File: src/rtl/key_ctrl_pkg.sv
// Shared types and constants for the key event controller: FSM states,
// the queued event record and the reset-time key map.
package key_ctrl_pkg;

   localparam int DEF_NUM_KEYS   = 8;
   localparam int DEF_FIFO_DEPTH = 4;
   localparam int IDX_W          = 3;
   localparam int CODE_W         = 9;

   typedef enum logic [1:0] {
      ST_IDLE   = 2'd0,
      ST_MATCH  = 2'd1,
      ST_UPDATE = 2'd2
   } state_t;

   typedef struct packed {
      logic [IDX_W-1:0] idx;
      logic             press;
   } key_evt_t;

   // Default map: shifts, space, enter, then the extended arrow keys
   function automatic logic [CODE_W-1:0] default_code(input logic [IDX_W-1:0] i);
      logic [CODE_W-1:0] c;
      case (i)
         3'd0:    c = 9'h012;
         3'd1:    c = 9'h059;
         3'd2:    c = 9'h029;
         3'd3:    c = 9'h05A;
         3'd4:    c = 9'h16B;
         3'd5:    c = 9'h174;
         3'd6:    c = 9'h175;
         default: c = 9'h172;
      endcase
      return c;
   endfunction

endpackage

File: src/rtl/key_evt_fifo.sv
// Small event queue; head is read straight from registered storage so the
// consumer sees it combinationally. Depth must be a power of two.
module key_evt_fifo
   import key_ctrl_pkg::*;
#(
   parameter int DEPTH = DEF_FIFO_DEPTH
) (
   input  logic     clk,
   input  logic     reset,
   input  logic     push,
   input  key_evt_t push_data,
   input  logic     pop,
   output logic     full,
   output logic     empty,
   output key_evt_t head
);

   localparam int AW = (DEPTH > 1) ? $clog2(DEPTH) : 1;
   localparam logic [AW:0] FULL_CNT = (AW+1)'(DEPTH);

   key_evt_t      mem_q [DEPTH];
   key_evt_t      mem_d [DEPTH];
   logic [AW-1:0] wr_ptr_q, wr_ptr_d;
   logic [AW-1:0] rd_ptr_q, rd_ptr_d;
   logic [AW:0]   cnt_q, cnt_d;
   logic          push_ok, pop_ok;

   always_comb begin
      empty    = (cnt_q == '0);
      full     = (cnt_q == FULL_CNT);
      head     = mem_q[rd_ptr_q];
      pop_ok   = pop && !empty;
      // A pop in the same cycle frees the slot a full queue needs
      push_ok  = push && (!full || pop_ok);
      mem_d    = mem_q;
      wr_ptr_d = wr_ptr_q;
      rd_ptr_d = rd_ptr_q;
      cnt_d    = cnt_q;
      if (push_ok) begin
         mem_d[wr_ptr_q] = push_data;
         wr_ptr_d        = wr_ptr_q + AW'(1);
      end
      if (pop_ok) begin
         rd_ptr_d = rd_ptr_q + AW'(1);
      end
      case ({push_ok, pop_ok})
         2'b10:   cnt_d = cnt_q + (AW+1)'(1);
         2'b01:   cnt_d = cnt_q - (AW+1)'(1);
         default: cnt_d = cnt_q;
      endcase
   end

   always_ff @(posedge clk) begin
      if (reset) begin
         wr_ptr_q <= '0;
         rd_ptr_q <= '0;
         cnt_q    <= '0;
      end else begin
         wr_ptr_q <= wr_ptr_d;
         rd_ptr_q <= rd_ptr_d;
         cnt_q    <= cnt_d;
      end
   end

   always_ff @(posedge clk) begin
      mem_q <= mem_d;
   end

endmodule

File: src/rtl/key_event_ctrl.sv
// Maps keyboard make/break codes onto game-key indices, tracks held keys
// and queues press/release events for a downstream consumer.
module key_event_ctrl
   import key_ctrl_pkg::*;
#(
   parameter int NUM_KEYS   = DEF_NUM_KEYS,
   parameter int FIFO_DEPTH = DEF_FIFO_DEPTH
) (
   input  logic                clk,
   input  logic                reset,
   input  logic [8:0]          key_code,
   input  logic                make,
   input  logic                breakk,
   input  logic                cfg_we,
   input  logic [2:0]          cfg_idx,
   input  logic [8:0]          cfg_code,
   output logic [NUM_KEYS-1:0] key_down,
   output logic                evt_valid,
   input  logic                evt_ready,
   output logic [2:0]          evt_idx,
   output logic                evt_press,
   output logic                overflow,
   input  logic                clr_ovf
);

   state_t              state_q, state_d;
   logic [CODE_W-1:0]   map_q [NUM_KEYS];
   logic [CODE_W-1:0]   map_d [NUM_KEYS];
   logic [NUM_KEYS-1:0] key_down_q, key_down_d;
   logic                ovf_q, ovf_d;
   logic [CODE_W-1:0]   code_q, code_d;
   logic                press_q, press_d;
   logic                hit_q, hit_d;
   logic [IDX_W-1:0]    idx_q, idx_d;

   logic     pulse, push, pop, fifo_full, fifo_empty;
   key_evt_t push_evt, head_evt;

   key_evt_fifo #(.DEPTH(FIFO_DEPTH)) u_fifo (
      .clk       (clk),
      .reset     (reset),
      .push      (push),
      .push_data (push_evt),
      .pop       (pop),
      .full      (fifo_full),
      .empty     (fifo_empty),
      .head      (head_evt)
   );

   assign evt_valid = !fifo_empty;
   assign evt_idx   = fifo_empty ? '0 : head_evt.idx;
   assign evt_press = fifo_empty ? 1'b0 : head_evt.press;
   assign pop       = evt_valid && evt_ready;
   assign key_down  = key_down_q;
   assign overflow  = ovf_q;

   always_comb begin
      pulse      = make ^ breakk;
      state_d    = state_q;
      map_d      = map_q;
      key_down_d = key_down_q;
      ovf_d      = ovf_q;
      code_d     = code_q;
      press_d    = press_q;
      hit_d      = hit_q;
      idx_d      = idx_q;
      push       = 1'b0;
      push_evt   = '{idx: idx_q, press: press_q};

      case (state_q)
         ST_IDLE: begin
            if (pulse) begin
               code_d  = key_code;
               press_d = make;
               state_d = ST_MATCH;
            end
         end
         ST_MATCH: begin
            hit_d = 1'b0;
            idx_d = '0;
            // Descending scan so the lowest enabled match is the last to win
            for (int i = NUM_KEYS-1; i >= 0; i--) begin
               if (map_q[i] != '0 && map_q[i] == code_q) begin
                  hit_d = 1'b1;
                  idx_d = i[IDX_W-1:0];
               end
            end
            state_d = ST_UPDATE;
         end
         ST_UPDATE: begin
            if (hit_q && (key_down_q[idx_q] != press_q)) begin
               key_down_d[idx_q] = press_q;
               push              = 1'b1;
            end
            state_d = ST_IDLE;
         end
         default: state_d = ST_IDLE;
      endcase

      if (clr_ovf) ovf_d = 1'b0;
      if (state_q != ST_IDLE && pulse) ovf_d = 1'b1;
      if (push && fifo_full && !pop) ovf_d = 1'b1;

      // Remapping a key forgets its held state silently
      if (cfg_we) begin
         map_d[cfg_idx]      = cfg_code;
         key_down_d[cfg_idx] = 1'b0;
      end
   end

   always_ff @(posedge clk) begin
      if (reset) begin
         state_q    <= ST_IDLE;
         key_down_q <= '0;
         ovf_q      <= 1'b0;
         for (int i = 0; i < NUM_KEYS; i++) begin
            map_q[i] <= default_code(i[IDX_W-1:0]);
         end
      end else begin
         state_q    <= state_d;
         key_down_q <= key_down_d;
         ovf_q      <= ovf_d;
         map_q      <= map_d;
      end
   end

   always_ff @(posedge clk) begin
      code_q  <= code_d;
      press_q <= press_d;
      hit_q   <= hit_d;
      idx_q   <= idx_d;
   end

endmodule

File: config.mk
export PLATFORM = sky130hd
export DESIGN_NAME = key_event_ctrl
export DESIGN_NICKNAME = d
export VERILOG_FILES = /design/src/rtl/key_ctrl_pkg.sv /design/src/rtl/key_evt_fifo.sv /design/src/rtl/key_event_ctrl.sv
export SDC_FILE = /design/constraint.sdc
export NUM_CORES = 1
export LEC_CHECK = 0
export ABC_AREA = 1
export BUFFER_PORTS_ARGS = -buffer_cell sky130_fd_sc_hd__buf_4
export CAP_MARGIN = 20
export CORE_MARGIN = 2
export CORE_UTILIZATION = 40
export DETAILED_ROUTE_END_ITERATION = 10
export SLEW_MARGIN = 20
export SYNTH_ARGS = -nofsm -noshare
export SYNTH_HDL_FRONTEND = slang
export SYNTH_SLANG_ARGS = --single-unit
File: constraint.sdc
create_clock -name clk -period 4.4 [get_ports clk]
set_input_delay 0.22 -clock clk [delete_from_list [all_inputs] [get_ports clk]]
set_output_delay 0.22 -clock clk [all_outputs]
set_load 0.03 [all_outputs]
==> results_dict.tcl <==
set metrics [dict create \
    outcome "finished clean" \
    cts_inserted_buffers 17 \
    cts_tree "built" \
    irDropWorstVdd_mv 0.211 \
    cap_violations 0 \
    grt_pass1_wl_um 25700 \
    drc 0 \
    area_delta_synth_final_pct 17.0 \
    pwr-share-clk_pct 42.2 \
    yosysTopAreaCell "dfxtp_1" \
    hold_violations 0 \
    grt_pass1_vias 4805 \
    leakagePower_nw 3.10 \
    required_ps 4710 \
    synth_nets 844 \
    final_util_pct 48.0 \
    ios 42 \
    yosysTopAreaCellShare_pct 30.2 \
    p_int_mw 2.12 \
    critical_path_class "register to register" \
    antenna_found_initial 0 \
    seqPwrFrac_pct 42.2 \
    die_h_um 126 \
    num_vias 5097 \
    ys.flop_type "dfxtp_1" \
    worstMarginPinSlew_ps 885 \
    finalCritPeriodShare_pct 50.1 \
    final_nets 882 \
    finalMaxSlewViolations 0 \
    cts_setup_buffers 0 \
    final.fill_count 1495 \
    via_per_inst 4.87 \
    startpoint_type "register" \
    synth-seq-cells 120 \
    grt_max_degree 54 \
    rsz0062_at_grt "no" \
    combPwrFrac_pct 15.7 \
    final-setup-viol-count 0 \
    synth_warnings 0 \
    synth_common_cells "nand2_1 (169), nor2_1 (144), inv_1 (92)" \
    wl_per_cell_um 15.3 \
    crit_fanout 14 \
    clk_pin_slew_ps 50 \
    core-area_um2 14500 \
    postRouteAntennaNets 0 \
    syn_inst 811 \
    synth_edf_count 30 \
    grt-ovfl-total 0 \
    clk_latency_ps 420 \
    synth_area_leaders "dfxtp_1 (30%), edfxtp_1 (15%), nand2_1 (11%), nor2_1 (9.1%), inv_1 (5.8%)" \
    ys_seq_area_share_pct 45.3 \
    setup_tns_ps 0 \
    track_usage_pct 21.0 \
    initial_core_util_pct 41.0 \
    slew-limit-headroom_pct 40.9 \
    dp_slack_ps 2200 \
    drtIter0Drc 279 \
    placement.io_buffers 41 \
    p_sw_share_pct 29.5 \
    cts_sinks 120 \
    drt_wl_total_um 16000 \
    p_per_area_nw_per_um2 432 \
    max_freq_ghz 0.454 \
    rows 44 \
    fin_skew_ps 6.14 \
    cts_buffer_depth 2 \
    hpwl_um 10700 \
    drive_gt1_share_pct 10.1 \
    p_sw_mw 0.888 \
    die_area_um2 15900 \
    diodes 0 \
    gp_congestion 0.847 \
    worst_slack_ps 2200 \
    fin_crit_ps 2200 \
    postSynth.asyncResetShare_pct 0 \
    ctsHoldBuffers 10 \
    yosysMostFrequentCell "nand2_1" \
    ctsResizeCount 0 \
    end_kind "register" \
    min_path_type "primary input to register" \
    cp.arrival_ps 2520 \
    htree_levels 4 \
    drtPass1Iterations 5 \
    die_w_um 126 \
    root_buffer "clkbuf_16" \
    synth.avg_cell_area_um2 7.35 \
    synth_cell_types 33 \
    synth_area_um2 5960 \
]
worst paths after layout:
kind / start / to / slack (ps) / depth (start not counted)
setup / recovery: idx_q[0]$_SDFFCE_PP0N_ / u_fifo.cnt_q[2]$_SDFFE_PP0P_ / 2200 / 13
hold / removal: reset / u_fifo.cnt_q[0]$_SDFFE_PP0P_ / 40 / 2
setup reg to reg: idx_q[0]$_SDFFCE_PP0N_ / u_fifo.cnt_q[2]$_SDFFE_PP0P_ / 2200 / 13
hold reg to reg: state_q[1]$_SDFFE_PP0P_ / state_q[1]$_SDFFE_PP0P_ / 480 / 1
cell families after synthesis:
kind of cell / after synthesis / synth area share, %
buffers and inverters: 130 / 8.99
and+or+nand+nor: 404 / 28.3
adders and majority gates: 5 / 1.18
DFF: 120 / 45.3
AOI/OAI and AO/OA: 110 / 10.1
xor gates and xnor gates: 42 / 6.17
power by group through the flow:
stage | sequential, mW | combinational, mW | clock (mW)
2_1_floorplan | 1.24 | 0.361 | 0
3_3_place_gp | 1.29 | 0.461 | 0
6_report | 1.27 | 0.472 | 1.27
3_5_place_dp | 1.29 | 0.463 | 0
5_1_grt | 1.28 | 0.532 | 1.34
4_1_cts | 1.27 | 0.477 | 1.28
per-layer routing:
metal  track usage (%)  part of all wire [%]  vias up
li1                  -                     -     2657
met1              26.9                    47     2331
met2              34.9                    48       90
met3              4.55                   3.2       19
met4              7.76                   1.5        0
met5                 0                     0        -
critical path, stage by stage, from the launching register on:
cell and delay, ps:
edfxtp_1 590, inv_2 160, nand2_1 60, nand3_1 70, nand2_1 60, o21ai_1 160, nand2_2 90, nand2_4 110
nand2_4 80, fa_1 400, inv_1 70, nand2_1 60, a21oi_1 130, nor2_1 60
per-stage QoR:
stage          hold WS, ps  power [mW]  instance area, um2  std cells
2_1_floorplan          289        1.60                5960        811
3_3_place_gp           399        1.75                6340       1004
3_5_place_dp           399        1.76                6340       1004
4_1_cts               32.7        3.03                6970       1046
5_1_grt               35.0        3.15                6970       1046
6_report              37.7        3.01                6970       1046
layout by cell type (no fill, tap or decap), types with 2 or more instances in the layout:
master / instances
or2_2: 5
nand3_1: 55
clkinv_2: 4
xor2_1: 20
clkinv_1: 6
a21oi_1: 33
inv_2: 3
dlygate4sd3_1: 10
nand2_1: 169
edfxtp_1: 30
nand4_1: 8
nor3_1: 11
clkbuf_16: 17
xnor2_1: 22
o211ai_1: 19
nor2_1: 144
clkinvlp_4: 5
dfxtp_1: 90
buf_4: 42
nor4_1: 2
inv_1: 91
o21ai_0: 54
ha_1: 4
o21ai_1: 3
nand2_4: 3
nor2_2: 3
state kept, by name, summed over array words and instances (netlist names), 3 cells and up:
name and cells:
map_q 72, key_down 8, idx_q 3, code_q 9, u_fifo.cnt_q 3, u_fifo.mem_q 16
final cells by class:
cell class	instances	area, um2	share of cell area, %
Multi-Input combinational cell	561	2720	39.0
Timing Repair Buffer	52	415	5.96
Inverter	97	367	5.26
Clock inverter	15	111	1.60
Tap cell	184	230	3.30
Sequential cell	120	2700	38.8
Clock buffer	17	425	6.10
No activity file was read; power rests on OpenSTA's default activity.
